## config.mk

```make
export PLATFORM = sky130hd
export DESIGN_NAME = regfile_hazard_ctrl
export DESIGN_NICKNAME = d
export VERILOG_FILES = /design/src/rtl/regfile_hazard_ctrl_pkg.sv /design/src/rtl/regfile_hazard_ctrl_stage_tag.sv /design/src/rtl/regfile_hazard_ctrl.sv
export SDC_FILE = /design/constraint.sdc
export NUM_CORES = 1
export LEC_CHECK = 0
export ABC_AREA = 1
export CORE_UTILIZATION = 41
export CTS_CLUSTER_DIAMETER = 200
export DETAILED_ROUTE_END_ITERATION = 12
export PLACE_DENSITY = 0.95
export SLEW_MARGIN = 0
export SYNTH_ARGS = -nofsm -noshare
export SYNTH_HDL_FRONTEND = slang
export SYNTH_SLANG_ARGS = --single-unit
```

## constraint.sdc

```tcl
create_clock -name clk -period 1.79 [get_ports clk]
set_input_delay 0.2685 -clock clk [delete_from_list [all_inputs] [get_ports clk]]
set_output_delay 0.2685 -clock clk [all_outputs]
set_load 0.005 [all_outputs]
```

## src/rtl/regfile_hazard_ctrl_pkg.sv

```systemverilog
// Shared types and constants for the register-file hazard controller:
// opcode, forwarding-select encoding, pipeline stage tag and FSM states.
package regfile_hazard_ctrl_pkg;

    localparam int IDX_W = 4;

    localparam logic [3:0] OP1_LW = 4'b1001;

    localparam logic [1:0] FWD_RF  = 2'd0;
    localparam logic [1:0] FWD_EX  = 2'd1;
    localparam logic [1:0] FWD_MEM = 2'd2;
    localparam logic [1:0] FWD_WB  = 2'd3;

    typedef struct packed {
        logic             valid;
        logic [IDX_W-1:0] rd;
        logic             wr;
        logic             isLoad;
    } stage_tag_t;

    localparam int TAG_W = $bits(stage_tag_t);

    typedef enum logic {
        ST_INIT,
        ST_RUN
    } ctrl_state_t;

    // A stage can feed a read port only if it will actually write that index.
    function automatic logic tagMatch(input stage_tag_t t,
                                      input logic [IDX_W-1:0] rs,
                                      input logic useRs);
        return t.valid & t.wr & (t.rd == rs) & useRs;
    endfunction

endpackage

```

## src/rtl/regfile_hazard_ctrl_stage_tag.sv

```systemverilog
// One pipeline stage of destination-tag tracking; a bubble or reset
// leaves an all-zero (invalid) tag.
module regfile_stage_tag
    import regfile_hazard_ctrl_pkg::*;
(
    input  logic             clk,
    input  logic             reset_n,
    input  logic             bubble,
    input  logic [TAG_W-1:0] tagIn,
    output logic [TAG_W-1:0] tagOut
);

    always_ff @(posedge clk or negedge reset_n) begin
        if (!reset_n) begin
            tagOut <= '0;
        end else if (bubble) begin
            tagOut <= '0;
        end else begin
            tagOut <= tagIn;
        end
    end

endmodule

```

## src/rtl/regfile_hazard_ctrl.sv

```systemverilog
// Register-file controller: init sweep after reset, then EX/MEM/WB tag
// tracking that drives the write port, forwarding selects and load-use stall.
module regfile_hazard_ctrl #(
    parameter int                        INDEX_BIT_WIDTH = 4,
    parameter int                        DATA_BIT_WIDTH  = 32,
    parameter int                        N_REGS          = 1 << INDEX_BIT_WIDTH,
    parameter logic [3:0]                OP1_LW          = regfile_hazard_ctrl_pkg::OP1_LW,
    parameter logic [DATA_BIT_WIDTH-1:0] INIT_VALUE      = '0
) (
    input  logic                       clk,
    input  logic                       reset_n,
    input  logic                       dec_valid,
    input  logic [3:0]                 dec_opcode,
    input  logic [INDEX_BIT_WIDTH-1:0] dec_rs1,
    input  logic [INDEX_BIT_WIDTH-1:0] dec_rs2,
    input  logic                       dec_use1,
    input  logic                       dec_use2,
    input  logic [INDEX_BIT_WIDTH-1:0] dec_rd,
    input  logic                       dec_wr,
    input  logic                       flush,
    input  logic [DATA_BIT_WIDTH-1:0]  wb_data,
    output logic                       stall,
    output logic                       init_busy,
    output logic [1:0]                 fwd_sel1,
    output logic [1:0]                 fwd_sel2,
    output logic                       rf_wrtEn,
    output logic [INDEX_BIT_WIDTH-1:0] rf_wrtIndex,
    output logic [DATA_BIT_WIDTH-1:0]  rf_dataIn
);

    import regfile_hazard_ctrl_pkg::*;

    ctrl_state_t                state, stateNext;
    logic [INDEX_BIT_WIDTH-1:0] initCount;
    stage_tag_t                 decTag, exTag, memTag, wbTag;
    logic                       inInit, loadUse;
    logic                       exBubble, memBubble;

    always_ff @(posedge clk or negedge reset_n) begin
        if (!reset_n) begin
            state     <= ST_INIT;
            initCount <= '0;
        end else begin
            state <= stateNext;
            if (state == ST_INIT) begin
                initCount <= initCount + 1'b1;
            end
        end
    end

    always_comb begin
        stateNext = state;
        if (state == ST_INIT && initCount == INDEX_BIT_WIDTH'(N_REGS - 1)) begin
            stateNext = ST_RUN;
        end
    end

    assign inInit = (state == ST_INIT);

    always_comb begin
        decTag        = '0;
        decTag.valid  = 1'b1;
        decTag.rd     = dec_rd;
        decTag.wr     = dec_wr;
        decTag.isLoad = (dec_opcode == OP1_LW);
    end

    assign loadUse = exTag.isLoad &
                     (tagMatch(exTag, dec_rs1, dec_use1) | tagMatch(exTag, dec_rs2, dec_use2));

    // Flush overrides the load-use hold: the dependent instruction is dead anyway.
    assign stall     = inInit | (dec_valid & ~flush & loadUse);
    assign exBubble  = inInit | ~dec_valid | stall | flush;
    assign memBubble = inInit | flush;

    regfile_stage_tag uExTag (
        .clk    (clk),
        .reset_n(reset_n),
        .bubble (exBubble),
        .tagIn  (decTag),
        .tagOut (exTag)
    );

    regfile_stage_tag uMemTag (
        .clk    (clk),
        .reset_n(reset_n),
        .bubble (memBubble),
        .tagIn  (exTag),
        .tagOut (memTag)
    );

    regfile_stage_tag uWbTag (
        .clk    (clk),
        .reset_n(reset_n),
        .bubble (inInit),
        .tagIn  (memTag),
        .tagOut (wbTag)
    );

    // A load in EX has no result yet, so it yields to older writers (the stall covers it).
    function automatic logic [1:0] fwdSelect(input stage_tag_t exT,
                                             input stage_tag_t memT,
                                             input stage_tag_t wbT,
                                             input logic [IDX_W-1:0] rs,
                                             input logic useRs);
        if (tagMatch(exT, rs, useRs) && !exT.isLoad) begin
            return FWD_EX;
        end else if (tagMatch(memT, rs, useRs)) begin
            return FWD_MEM;
        end else if (tagMatch(wbT, rs, useRs)) begin
            return FWD_WB;
        end
        return FWD_RF;
    endfunction

    always_comb begin
        fwd_sel1    = fwdSelect(exTag, memTag, wbTag, dec_rs1, dec_use1);
        fwd_sel2    = fwdSelect(exTag, memTag, wbTag, dec_rs2, dec_use2);
        init_busy   = inInit;
        rf_wrtEn    = wbTag.valid & wbTag.wr;
        rf_wrtIndex = wbTag.rd;
        rf_dataIn   = wb_data;
        if (inInit) begin
            rf_wrtEn    = 1'b1;
            rf_wrtIndex = initCount;
            rf_dataIn   = INIT_VALUE;
        end
    end

endmodule

```

==> reports/summary.txt <==
HPWL after detailed placement - 3.94 mm
Top FF cell, synth - dfrtp_1
Max_cap viols - 0
Starting density of the core - 0.442
Synth warn - 0
Port bufs - 97
CTS Buffer Depth - 2
H-Tree Depth - 1
TritonCTS clock tree - built
Die Width - 66.0 µm
Most common cell in the synthesized netlist - nand2_1
IO Count - 98
Top post-synthesis cells by count - 96 x nand2_1, 68 x inv_1, 24 x dfrtp_1, 13 x nor2_1, 9 x nor2_2
Routed Antenna Nets - 0
Power Density - 417 nW/µm²
Setup Slack @ Placement - -442 ps
Setup violators final - 0
Sequential share of the synthesized area - 0.358
Area leader, netlist - dfrtp_1
Hold/Removal Path Class - primary input to asynchronous set/reset pin
Filler Cells Inserted - 215
Post-Syn Area per Cell - 6.34 µm²
Diode count - 0
Status - complete, no violations
CP max FO - 3
Post-synth EDFFs - 0
Die H - 66.0 µm
Initial DRC count - 114
WP data required - 1520 ps
Achievable Freq - 559 MHz
GP Congestion - 0.949
# DRC - 0
Fin crit period - 1790 ps
Tcrit/Tclk final - 0.999
Area contributors post-synth - dfrtp_1 36%, nand2_1 21%, inv_1 15%, nor2_2 3.4%, xnor2_1 3.1%
Largest net degree at the start of global routing - 25
FFs w/ async S/R, synth - 1.00
Initial antenna violation count - 0
Final core occ - 0.836
Post-synth net total - 321
Core region area - 3800 µm²
DIE AREA - 4360 µm²
Synthesized cell area - 1680 µm²
CTS Buf Count - 3
WS Path Type - flip-flop to output port
Grt ovf - 0
Footprint of the multi-input gates - 816 µm²
Synth unique cells - 22
Mapped Cells - 265
Total track usage - 0.248
Yosys top cell area share - 0.358
Layout net count - 457
Fin. max-slew vios - 0
Hold-fix buffers, CTS - 0
Clk slew on worst S/H paths - 80 ps
CTS sink cnt - 24
Layout cells sized above 1 - 0.225
Synthesized flop and latch total - 24
CP startpoint kind - flip-flop
CP arrival - 1520 ps
Final WL - 6.54 mm
Area delta synth->final - 89.0%
Row Count - 22
Leakage - 0.00204 µW
RSZ-0062 raised after global routing - true
Clock Tree Root - clkbuf_8
Fin Clk Skew - 3.80 ps
Setup TNS - 0 ps
Worst setup margin - 1.39 ps
Final hold vios - 0
Crit. End Element - output port
Drt first pass iters - 4
Sequential cell area - 603 µm²
Via/cell ratio - 4.88
Slew headroom - 0.793
Worst-Skew Late Latency - 270 ps
Vias in the first global route - 1867
Worst-Margin Slew - 310 ps
First-pass GRT wire length - 8.25 mm
Avg WL per Cell - 14.6 µm
Max VDD drop - 0.359 mV
Vias - 2185
==> flip-flops by register name, summed over array words and instances (netlist names) <==
| signal | count |
|---|---|
| initCount | 4 |
| uMemTag.tagOut | 6 |
| uExTag.tagOut | 7 |
| uWbTag.tagOut | 6 |
| state | 1 |
==> metal layers <==
| metal | vias to the layer above | global-route usage | share of wire |
|---|---|---|---|
| li1 | 1027 | - | - |
| met1 | 1008 | 0.278 | 0.37 |
| met3 | 21 | 0.0483 | 0.076 |
| met4 | 0 | 0.0851 | 0.030 |
| met5 | - | 0 | 0 |
| met2 | 129 | 0.460 | 0.52 |
==> per-stage QoR <==
step | cell area, µm² | std cells | total power (µW) | hold WS (ps)
CTS | 3010 | 442 | 1300 | 364
global placement | 2810 | 420 | 926 | 448
finish | 3170 | 448 | 1320 | 353
floorplan | 1680 | 265 | 680 | -27.1
detailed placement | 2810 | 420 | 933 | 458
global route | 3170 | 448 | 1370 | 386
==> critical path, cell delays in order, from the launching register on <==
cell and delay, ps:
dfrtp_2 430, inv_2 70, nand2_2 60, nand2_2 60
nor2_2 100, buf_4 120, nand3_2 80, nand2_2 100
nand3_2 60, nand2_1 60, buf_2 110
==> worst paths after layout <==
check,cells past startpoint,start,slack [ps],end
worst max-delay path,10,uExTag.tagOut[4],1,stall
worst min-delay path,2,reset_n,350,uMemTag.tagOut[2]
worst max register to register,11,uExTag.tagOut[4],100,uMemTag.tagOut[4]
worst min register to register,2,uMemTag.tagOut[1],480,uWbTag.tagOut[1]
max in group asynchronous,2,reset_n,1180,uExTag.tagOut[4]
min in group clk,2,uMemTag.tagOut[1],480,uWbTag.tagOut[1]
==> layout by cell type, fill, tap and decap left out, types with 4 or more instances in the layout <==
| master | netlist | final |
|---|---|---|
| nand3_1 | 6 | 5 |
| o21ai_0 | 7 | 6 |
| clkdlybuf4s50_1 | 0 | 52 |
| nand4_1 | 8 | 8 |
| xor2_1 | 4 | 4 |
| clkbuf_8 | 0 | 4 |
| buf_4 | 0 | 34 |
| inv_1 | 68 | 62 |
| dlygate4sd2_1 | 0 | 12 |
| nor2_2 | 9 | 10 |
| xnor2_1 | 6 | 5 |
| nand2_2 | 2 | 9 |
| dlymetal6s2s_1 | 0 | 28 |
| nor2_1 | 13 | 12 |
| dfrtp_1 | 24 | 22 |
| nand2_1 | 96 | 89 |
| inv_2 | 5 | 10 |
==> timing repair <==
item / 4_1_cts / 5_1_grt
resized for setup: 37 / 47
setup buffers: 19 / 5
pin swaps: 17 / 10
gates cloned: 0 / 2
setup endpoints to repair: 25 / 39
==> where the power goes <==
group | total (µW) | internal [µW] | switching [µW] | leakage [µW]
logic | 378 | 228 | 151 | 0.00169
registers | 570 | 555 | 14.9 | 0.000321
clock network | 374 | 196 | 178 | 0.0000288
==> cell type report <==
cell class / count / share of cell area
Timing Repair Buffer: 137 / 0.430
Inverter: 73 / 0.0871
Multi-Input combinational cell: 162 / 0.257
Sequential cell: 24 / 0.190
Tap cell: 48 / 0.0189
Clock buffer: 4 / 0.0173
==> cell families (layout without fill, tap and decap cells) <==
group / Yosys count / in the layout / share of synthesized area
AO/OA/AOI/OAI: 10 / 10 / 0.0298
XOR/XNOR: 10 / 10 / 0.0522
buffers and inverters: 79 / 214 / 0.181
adder cells (fa/ha/maj): 1 / 1 / 0.00745
AND/OR/NAND/NOR: 141 / 141 / 0.372
flip-flops: 24 / 24 / 0.358
Power figures use the tool's default switching activity.
